--- config.mk ---
export PLATFORM = sky130hd
export DESIGN_NAME = inst_fetch_queue_flat
export DESIGN_NICKNAME = d
export VERILOG_FILES = /design/src/rtl/inst_fetch_queue_if.sv /design/src/rtl/inst_fetch_queue.sv /design/src/flat_wrapper.sv
export SDC_FILE = /design/constraint.sdc
export NUM_CORES = 1
export LEC_CHECK = 0
export BUFFER_PORTS_ARGS = -buffer_cell sky130_fd_sc_hd__buf_2
export CORE_UTILIZATION = 30
export DETAILED_ROUTE_END_ITERATION = 8
export GPL_TIMING_DRIVEN = 0
export MAX_ROUTING_LAYER = met4
export PLACE_DENSITY_LB_ADDON = 0.08
export REMOVE_ABC_BUFFERS = 1
export SLEW_MARGIN = 15
export SYNTH_ARGS = -nofsm -noshare
export SYNTH_HDL_FRONTEND = slang
export SYNTH_SLANG_ARGS = --single-unit
--- constraint.sdc ---
create_clock -name clk -period 9.24 [get_ports clk]
set_input_delay 0.924 -clock clk [delete_from_list [all_inputs] [get_ports clk]]
set_output_delay 0.924 -clock clk [all_outputs]
set_load 0.1 [all_outputs]
--- src/rtl/inst_fetch_queue_if.sv ---
// Fetch-to-ID handshake bundle for the dual-issue instruction queue.
// Pure wiring; no latency of its own.
// Backpressure travels as in_ready (fetch side) and pop_a/pop_b (ID side).
interface inst_fetch_queue_if;
    // fetch side
    logic        flush;
    logic        in_valid;
    logic        in_num;
    logic [31:0] in_pc;
    logic [31:0] in_inst0;
    logic [31:0] in_inst1;
    logic        in_excp;
    logic        in_ready;

    // ID side
    logic        out_valid_a;
    logic        out_valid_b;
    logic [31:0] out_pc_a;
    logic [31:0] out_pc_b;
    logic [31:0] out_inst_a;
    logic [31:0] out_inst_b;
    logic        out_excp_a;
    logic        out_excp_b;
    logic        pop_a;
    logic        pop_b;

    // driver of the queue (fetch + ID stages together)
    modport master (
        output flush, in_valid, in_num, in_pc, in_inst0, in_inst1, in_excp,
        output pop_a, pop_b,
        input  in_ready,
        input  out_valid_a, out_valid_b, out_pc_a, out_pc_b,
        input  out_inst_a, out_inst_b, out_excp_a, out_excp_b
    );

    // the queue itself
    modport slave (
        input  flush, in_valid, in_num, in_pc, in_inst0, in_inst1, in_excp,
        input  pop_a, pop_b,
        output in_ready,
        output out_valid_a, out_valid_b, out_pc_a, out_pc_b,
        output out_inst_a, out_inst_b, out_excp_a, out_excp_b
    );
endinterface

--- src/rtl/inst_fetch_queue.sv ---
// Dual-issue instruction queue: absorbs 1-2 fetched instructions/cycle, exposes the two oldest.
// Latency: push visible at slot A/B one cycle later; slot read is first-word fall-through.
// Backpressure: in_ready drops when fewer than two free entries remain (registered count only).
module inst_fetch_queue #(
    parameter int DEPTH = 8
) (
    input  logic               clk,
    input  logic               rst,
    inst_fetch_queue_if.slave  q
);
    localparam int AW = $clog2(DEPTH);
    localparam int CW = AW + 1;

    typedef logic [AW-1:0] ptr_t;
    typedef logic [CW-1:0] cnt_t;

    typedef struct packed {
        logic [31:0] pc;
        logic [31:0] inst;
        logic        excp;
    } entry_t;

    entry_t mem [DEPTH];

    ptr_t   head;
    ptr_t   tail;
    cnt_t   count;

    ptr_t   head_next;
    ptr_t   tail_next;
    cnt_t   count_next;
    ptr_t   head_p1;
    ptr_t   tail_p1;

    logic       ready;
    logic       push;
    logic       push_two;
    logic [1:0] n_push;
    logic       valid_a;
    logic       valid_b;
    logic       ea;
    logic       eb;
    entry_t     ent_a;
    entry_t     ent_b;

    // Push side: room for a full pair is required even for a single, so fetch never has to split.
    always_comb begin
        ready    = (count <= cnt_t'(DEPTH - 2));
        push     = q.in_valid & ready & ~q.flush & ~rst;
        push_two = push & q.in_num;
        n_push   = push ? (q.in_num ? 2'd2 : 2'd1) : 2'd0;
        tail_p1  = tail + ptr_t'(1);
        tail_next = tail + ptr_t'(n_push);
    end

    // Pop side: slot B can only retire together with slot A, and never from an empty slot.
    always_comb begin
        valid_a   = (count != cnt_t'(0));
        valid_b   = (count >= cnt_t'(2));
        ea        = q.pop_a & valid_a;
        eb        = q.pop_b & ea & valid_b;
        head_p1   = head + ptr_t'(1);
        head_next = head + ptr_t'(ea) + ptr_t'(eb);
        count_next = count + cnt_t'(n_push) - cnt_t'(ea) - cnt_t'(eb);
    end

    // Pointer/occupancy state; rst and flush both empty the queue, array contents are left stale.
    always_ff @(posedge clk) begin
        if (rst || q.flush) begin
            head  <= '0;
            tail  <= '0;
            count <= '0;
        end else begin
            head  <= head_next;
            tail  <= tail_next;
            count <= count_next;
        end
    end

    // Entry storage: inst0 lands at tail, inst1 (pc+4) at tail+1; excp tags every entry of the burst.
    always_ff @(posedge clk) begin
        if (push) begin
            mem[tail] <= '{pc: q.in_pc, inst: q.in_inst0, excp: q.in_excp};
        end
        if (push_two) begin
            mem[tail_p1] <= '{pc: q.in_pc + 32'd4, inst: q.in_inst1, excp: q.in_excp};
        end
    end

    // Fall-through read of the two oldest entries, zeroed when the slot is empty.
    always_comb begin
        ent_a = valid_a ? mem[head]    : '0;
        ent_b = valid_b ? mem[head_p1] : '0;

        q.in_ready    = ready;
        q.out_valid_a = valid_a;
        q.out_valid_b = valid_b;
        q.out_pc_a    = ent_a.pc;
        q.out_inst_a  = ent_a.inst;
        q.out_excp_a  = ent_a.excp;
        q.out_pc_b    = ent_b.pc;
        q.out_inst_b  = ent_b.inst;
        q.out_excp_b  = ent_b.excp;
    end
endmodule

--- src/flat_wrapper.sv ---
// flat-port wrapper written by rule: the top's interface ports become plain ports
module inst_fetch_queue_flat 
#(
    parameter int DEPTH = 8
)
  (clk, rst, q_flush, q_in_valid, q_in_num, q_in_pc, q_in_inst0, q_in_inst1, q_in_excp, q_pop_a, q_pop_b, q_in_ready, q_out_valid_a, q_out_valid_b, q_out_pc_a, q_out_pc_b, q_out_inst_a, q_out_inst_b, q_out_excp_a, q_out_excp_b);
  inst_fetch_queue_if q_i ();
  input  logic clk;
  input  logic rst;
  input wire logic [$bits(q_i.flush)-1:0] q_flush;
  input wire logic [$bits(q_i.in_valid)-1:0] q_in_valid;
  input wire logic [$bits(q_i.in_num)-1:0] q_in_num;
  input wire logic [$bits(q_i.in_pc)-1:0] q_in_pc;
  input wire logic [$bits(q_i.in_inst0)-1:0] q_in_inst0;
  input wire logic [$bits(q_i.in_inst1)-1:0] q_in_inst1;
  input wire logic [$bits(q_i.in_excp)-1:0] q_in_excp;
  input wire logic [$bits(q_i.pop_a)-1:0] q_pop_a;
  input wire logic [$bits(q_i.pop_b)-1:0] q_pop_b;
  output wire logic [$bits(q_i.in_ready)-1:0] q_in_ready;
  output wire logic [$bits(q_i.out_valid_a)-1:0] q_out_valid_a;
  output wire logic [$bits(q_i.out_valid_b)-1:0] q_out_valid_b;
  output wire logic [$bits(q_i.out_pc_a)-1:0] q_out_pc_a;
  output wire logic [$bits(q_i.out_pc_b)-1:0] q_out_pc_b;
  output wire logic [$bits(q_i.out_inst_a)-1:0] q_out_inst_a;
  output wire logic [$bits(q_i.out_inst_b)-1:0] q_out_inst_b;
  output wire logic [$bits(q_i.out_excp_a)-1:0] q_out_excp_a;
  output wire logic [$bits(q_i.out_excp_b)-1:0] q_out_excp_b;
  assign q_i.flush = q_flush;
  assign q_i.in_valid = q_in_valid;
  assign q_i.in_num = q_in_num;
  assign q_i.in_pc = q_in_pc;
  assign q_i.in_inst0 = q_in_inst0;
  assign q_i.in_inst1 = q_in_inst1;
  assign q_i.in_excp = q_in_excp;
  assign q_i.pop_a = q_pop_a;
  assign q_i.pop_b = q_pop_b;
  assign q_in_ready = q_i.in_ready;
  assign q_out_valid_a = q_i.out_valid_a;
  assign q_out_valid_b = q_i.out_valid_b;
  assign q_out_pc_a = q_i.out_pc_a;
  assign q_out_pc_b = q_i.out_pc_b;
  assign q_out_inst_a = q_i.out_inst_a;
  assign q_out_inst_b = q_i.out_inst_b;
  assign q_out_excp_a = q_i.out_excp_a;
  assign q_out_excp_b = q_i.out_excp_b;
  inst_fetch_queue #(.DEPTH(DEPTH)) u_core (.clk(clk), .rst(rst), .q(q_i));
endmodule
Yosys cells after proc, flatten, opt, wreduce, memory -nomap -nowiden
Memory sizes are Yosys's and may differ from the RTL's. A register that Yosys moved wholly into a read port is not among the register bits.
Index checks and enable logic that the tools add are counted.
{"block": "totals", "register_bits": 10, "latchBits": 0, "ramBits": 520, "rom_bits": 0, "in_bits": 104, "wordCells": 35, "mem_count": 1}
{"memory": "u_core.mem", "depth": 8, "width": 65, "rd": 2, "rd_ports_with_merged_regs": 1, "write_ports": 2, "line_no": "inst_fetch_queue.sv:23", "rtl": "entry_t mem [DEPTH];"}
{"block": "op_classes", "n_addsub": 9, "multipliers": 0, "n_div": 0, "n_lt_le_gt_ge": 2, "n_eq_ne": 0, "shifts": 0, "muxes": 9, "bitwise": 9, "n_reduce_logical": 2}
{"op": "65-bit 2-to-1 mux", "count": 2}
{"op": "32-bit by 3-bit adder with 32-bit output, second input constant", "count": 1}
{"op": "4-bit by 1-bit subtractor with 4-bit output", "count": 2}
{"op": "1-bit bitwise AND", "count": 7}
{"op": "3-bit by 1-bit adder with 3-bit output", "count": 2}
{"op": "3-bit by 1-bit adder with 3-bit output, second input constant", "count": 2}
{"op": "4-bit by 2-bit adder with 4-bit output", "count": 1}
{"op": "4-bit by 2-bit >= comparator with 1-bit output, second input constant", "count": 1}
{"op": "4-bit by 3-bit less-or-equal comparator with 1-bit output, second input constant", "count": 1}
{"op": "1-bit 2-to-1 mux", "count": 4}
{"op": "2-bit 2-to-1 mux", "count": 2}
{"op": "4-bit nonzero test", "count": 1}
{"op": "3-bit by 2-bit adder with 3-bit output", "count": 1}
{"op": "3-bit 2-to-1 mux", "count": 1}
{"op": "1-bit inverter", "count": 2}
{"op": "1-bit logical OR", "count": 1}

Logic depth before layout (Yosys ltp)
{"block": "logic_depth", "ltp_word": 8, "depth_mapped": 16}

Least setup slack after synthesis
OpenSTA, ideal clock, no wires.
{"block": "synth_path", "path_type": "reg2reg", "start": "register u_core.count[3]", "end": "memory u_core.mem[0][0] in the netlist's numbering, enable pin", "arrival_ns": 7.640, "path_slack_ns": 1.016, "stages_incl_launch_ff": 8, "n_path_buf": 0, "period_less_slack_ns": 8.224, "cell_sequence": "dfxtp_1 inv_1 ha_1 and2_1 mux2i_1 and3_1 nand2b_1 o31ai_1"}
{"element": "start, declared", "line_no": "inst_fetch_queue.sv:27", "rtl": "cnt_t count;"}
{"element": "start signal, assigned", "line_no": "inst_fetch_queue.sv:76", "rtl": "count <= count_next;"}
{"element": "end, declared", "line_no": "inst_fetch_queue.sv:23"}

Final worst setup path
{"block": "layout_path", "start": "register u_core.head[1]", "end": "output q_out_inst_b[7]"}
{"block": "layout_between", "elab_chain_cells": 3}
{"element": "start, declared", "line_no": "inst_fetch_queue.sv:25", "rtl": "ptr_t head;"}
{"element": "start signal, assigned", "line_no": "inst_fetch_queue.sv:74", "rtl": "head <= head_next;"}
{"element": "3-bit by 1-bit adder with 3-bit output", "line_no": "inst_fetch_queue.sv:62", "rtl": "head_p1 = head + ptr_t'(1);"}
{"element": "memory read 8 x 65 bit"}
{"element": "65-bit 2-to-1 mux", "line_no": "inst_fetch_queue.sv:93", "rtl": "ent_b = valid_b ? mem[head_p1] : '0;"}
{"element": "end, declared", "line_no": "flat_wrapper.sv:25", "rtl": "output wire logic [$bits(q_i.out_inst_b)-1:0] q_out_inst_b;"}
No other way between the ends.

==> run_results.csv <==
group,metric,value,unit
outcome,status,"completed",
placed_design,place_inst,4263,
sta,final_max_slew_viol_count,0,
setup_path,critPathCaptureType,"output port",
global_route,grt-ovfl-total,0,
drt,drtPass1Iterations,5,
finish,layoutNonFillerInstCount,4384,
sta,fin_crit_sh,0.571,
setup_path,critPathKind,"reg -> out",
yosys,ys_ff_latch,530,
yosys,synth-seq-area-share,0.499,
clock_tree,cts-resized-gates,0,
die,start_util,0.305,
yosys,synth_top_area_frac,0.493,
sta,max_slew.worst_pin.slew,0.933,ns
setup_path,cp.depth,10,
clock_tree,clockBufferDepth,3,
yosys,yosys.cell_types.count,43,
power,leakage,13.6,nW
placed_design,dp_hpwl,81100,µm
die,die_area,107000,µm²
sta,rsz0062_at_grt,"no",
drt,drt_wl_total,119000,µm
setup_path,crit_chain,"buf_16, buf_16, ha_4, buf_16, buf_16, buf_16, mux4_2, nand2_1, a21oi_1, buf_2",
job,maxCapViolations,0,
global_route,grt_max_degree,45,
clock_tree,postCtsHoldBufs,0,
drt,drc,0,
die,fp.dieH,327,µm
yosys,yosys.area.top_type,"edfxtp_1",
yosys,netlist_area,31700,µm²
global_route,grt_pass1_wl,169000,µm
clock_tree,cts_tree,"yes",
setup_path,reg2reg_depth,16,
clock_tree,clkSlewWorstSetupHoldPaths,0.06,ns
placed_design,gp_congestion,0.727,
sta,fmax,0.190,GHz
clock_tree,htreeDepth,3,
finish,final_nets,3072,
yosys,postSynthCellCount,2804,
finish,syn2layout_area_growth,20.4,%
power,power.density,269,nW/µm²
clock_tree,clkSinkCount,530,
yosys,synth_common_cells,"1,026 x nand2_1, 520 x edfxtp_1, 260 x mux4_2",
yosys,yosysMostFrequentCell,"nand2_1",
yosys,yosys-top-cells-area,"edfxtp_1 49%, mux4_2 18%, nand2_1 12%, xnor2_1 3.5%, xor2_1 3.2%",
drt,avgRoutedWirePerCell,27.2,µm
setup_path,critPathMaxFanout,40,
global_route,grt_pass1_vias,23192,
die,row_count,118,
placed_design,placed_area,36100,µm²
sta,skew,0.0197,ns
drt,vias_per_cell,5.23,
setup_path,cp-start-kind,"flip-flop",
clock_tree,cts_buffers,67,
hold_path,hp-class,"in -> reg",
die,die_x,327,µm
hold_path,hold_depth,1,
power,peakVddDrop,0.476,mV
die,io_pins,237,
setup_path,crit_top_cell,"buf_16",
yosys,synth_edf_count,520,
setup_path,crit_buf_inv,6,
die,coreArea,104000,µm²
yosys,synthArstFlopShare,0,
setup_path,cpPeakStageDelay,0.63,ns
drt,vias,22929,
global_route,grtUsageTotal,0.228,
finish,drive_gt1_frac,0.253,
finish,fin_area,38200,µm²
setup_path,cp.arrival,4.35,ns
clock_tree,clk_latency,0.62,ns
clock_tree,root_buffer,"clkbuf_16",
drt,drt_iter0_drc,2158,
sta,hold_viol_final,0,
sta,period_needed,5.27,ns
setup_path,cp_top_family,"buffers and inverters",
yosys,yosys_warnings,0,
sta,setup_violations,0,
setup_path,slowest_stage,"dfxtp_4",
placed_design,portBuffers,236,
global_route,antenna_found_initial,14,
yosys,synth_ff_type,"edfxtp_1",
clock_tree,postCtsSetupBuffers,0,
finish,utilization,0.367,
sta,relSlewSlack,0.374,
yosys,avgSynthCellArea,11.3,µm²
setup_path,worst_ep_required_time,8.32,ns
drt,detail-route-antenna-nets,0,
-- state kept, by name, indices dropped and copies added, names as in the netlist --
register,count
u_core.mem,520
u_core.head,3
u_core.count,4
u_core.tail,3
-- metrics by stage --
stage / setup TNS, ns / setup WS, ns / hold WS [ns] / power (mW)
2_1_floorplan: -624.96 / -7.29 / 0.599 / 6.92
3_3_place_gp: -6831.97 / -14.21 / 0.637 / 7.26
3_5_place_dp: 0 / 4.47 / 0.670 / 7.88
4_1_cts: 0 / 3.81 / 0.550 / 10.4
5_1_grt: 0 / 3.71 / 0.594 / 10.7
6_report: 0 / 3.97 / 0.594 / 10.3
-- worst reg2reg max path, stage by stage, from the launching register on --
cell and delay (ns):
dfxtp_1 0.33, inv_1 0.08, ha_1 0.14, nor2b_4 0.58
inv_1 0.24, nor2_4 0.43, buf_12 0.24, inv_1 0.08
and2_1 0.20, fa_1 0.51, inv_1 0.05, fa_1 0.52
ha_1 0.19, inv_1 0.07, fa_1 0.43, xor2_1 0.16
nor2_1 0.05
-- cell usage in the layout, fill, tap and decap left out, drive strengths merged --
cell,synthesis,layout
a21o,1,1
a21oi,66,66
and2,10,10
and3,7,7
and4,2,2
buf,129,354
bufinv,0,4
clkbuf,146,86
clkinv,0,22
dfxtp,10,10
diode,0,7
edfxtp,520,520
fa,5,5
ha,11,11
inv,15,17
mux2,1,1
mux2i,67,67
mux4,260,260
nand2,1026,1026
nand2b,4,4
nand3,14,14
nand4,15,15
nor2,217,217
nor2b,4,4
nor3,10,10
nor4,6,6
nor4b,1,1
o21ai,6,6
o31ai,2,2
or2,1,1
or3,6,6
or4,1,1
or4b,1,1
xnor2,125,125
xor2,115,115
-- cells by family after synthesis --
logic type / share of synthesized area
compound gates: 0.0121
fa+ha+maj: 0.00750
mux: 0.206
simple gates: 0.167
xor+xnor: 0.0663
buf+inv: 0.0422
flops: 0.499
-- final timing paths --
path                            slack [ns]                to       startpoint
worst max-delay path                  3.97   q_out_inst_b[7]   u_core.head[1]
worst max register to register        4.81   u_core.count[2]  u_core.count[3]
worst min register to register        0.68    u_core.head[2]   u_core.head[2]
worst min-delay path                  0.59  u_core.mem[1][0]        q_in_excp
-- metal layers --
layer / track usage / wire length (µm) / up-vias
li1: - / - / 10081
met1: 0.308 / 52700 / 11879
met2: 0.364 / 57500 / 838
met3: 0.0303 / 7190 / 131
met4: 0.0503 / 1830 / 0
met5: - / 0 / -
-- cell type report --
cell class | instances | area, µm²
sequential | 530 | 15800
clock buffer | 86 | 1790
clock inverter | 28 | 228
tap | 1380 | 1730
fill | 10093 | 65900
antenna | 7 | 17.5
inverter | 15 | 56.3
timing repair buffer | 354 | 3700
multi-input combinational | 1984 | 14800
-- where the power goes --
group          switching, mW  internal (mW)
logic                   3.75           1.29
registers             0.0416           2.68
clock network           1.05           1.47
Power figures use the tool's default switching activity.
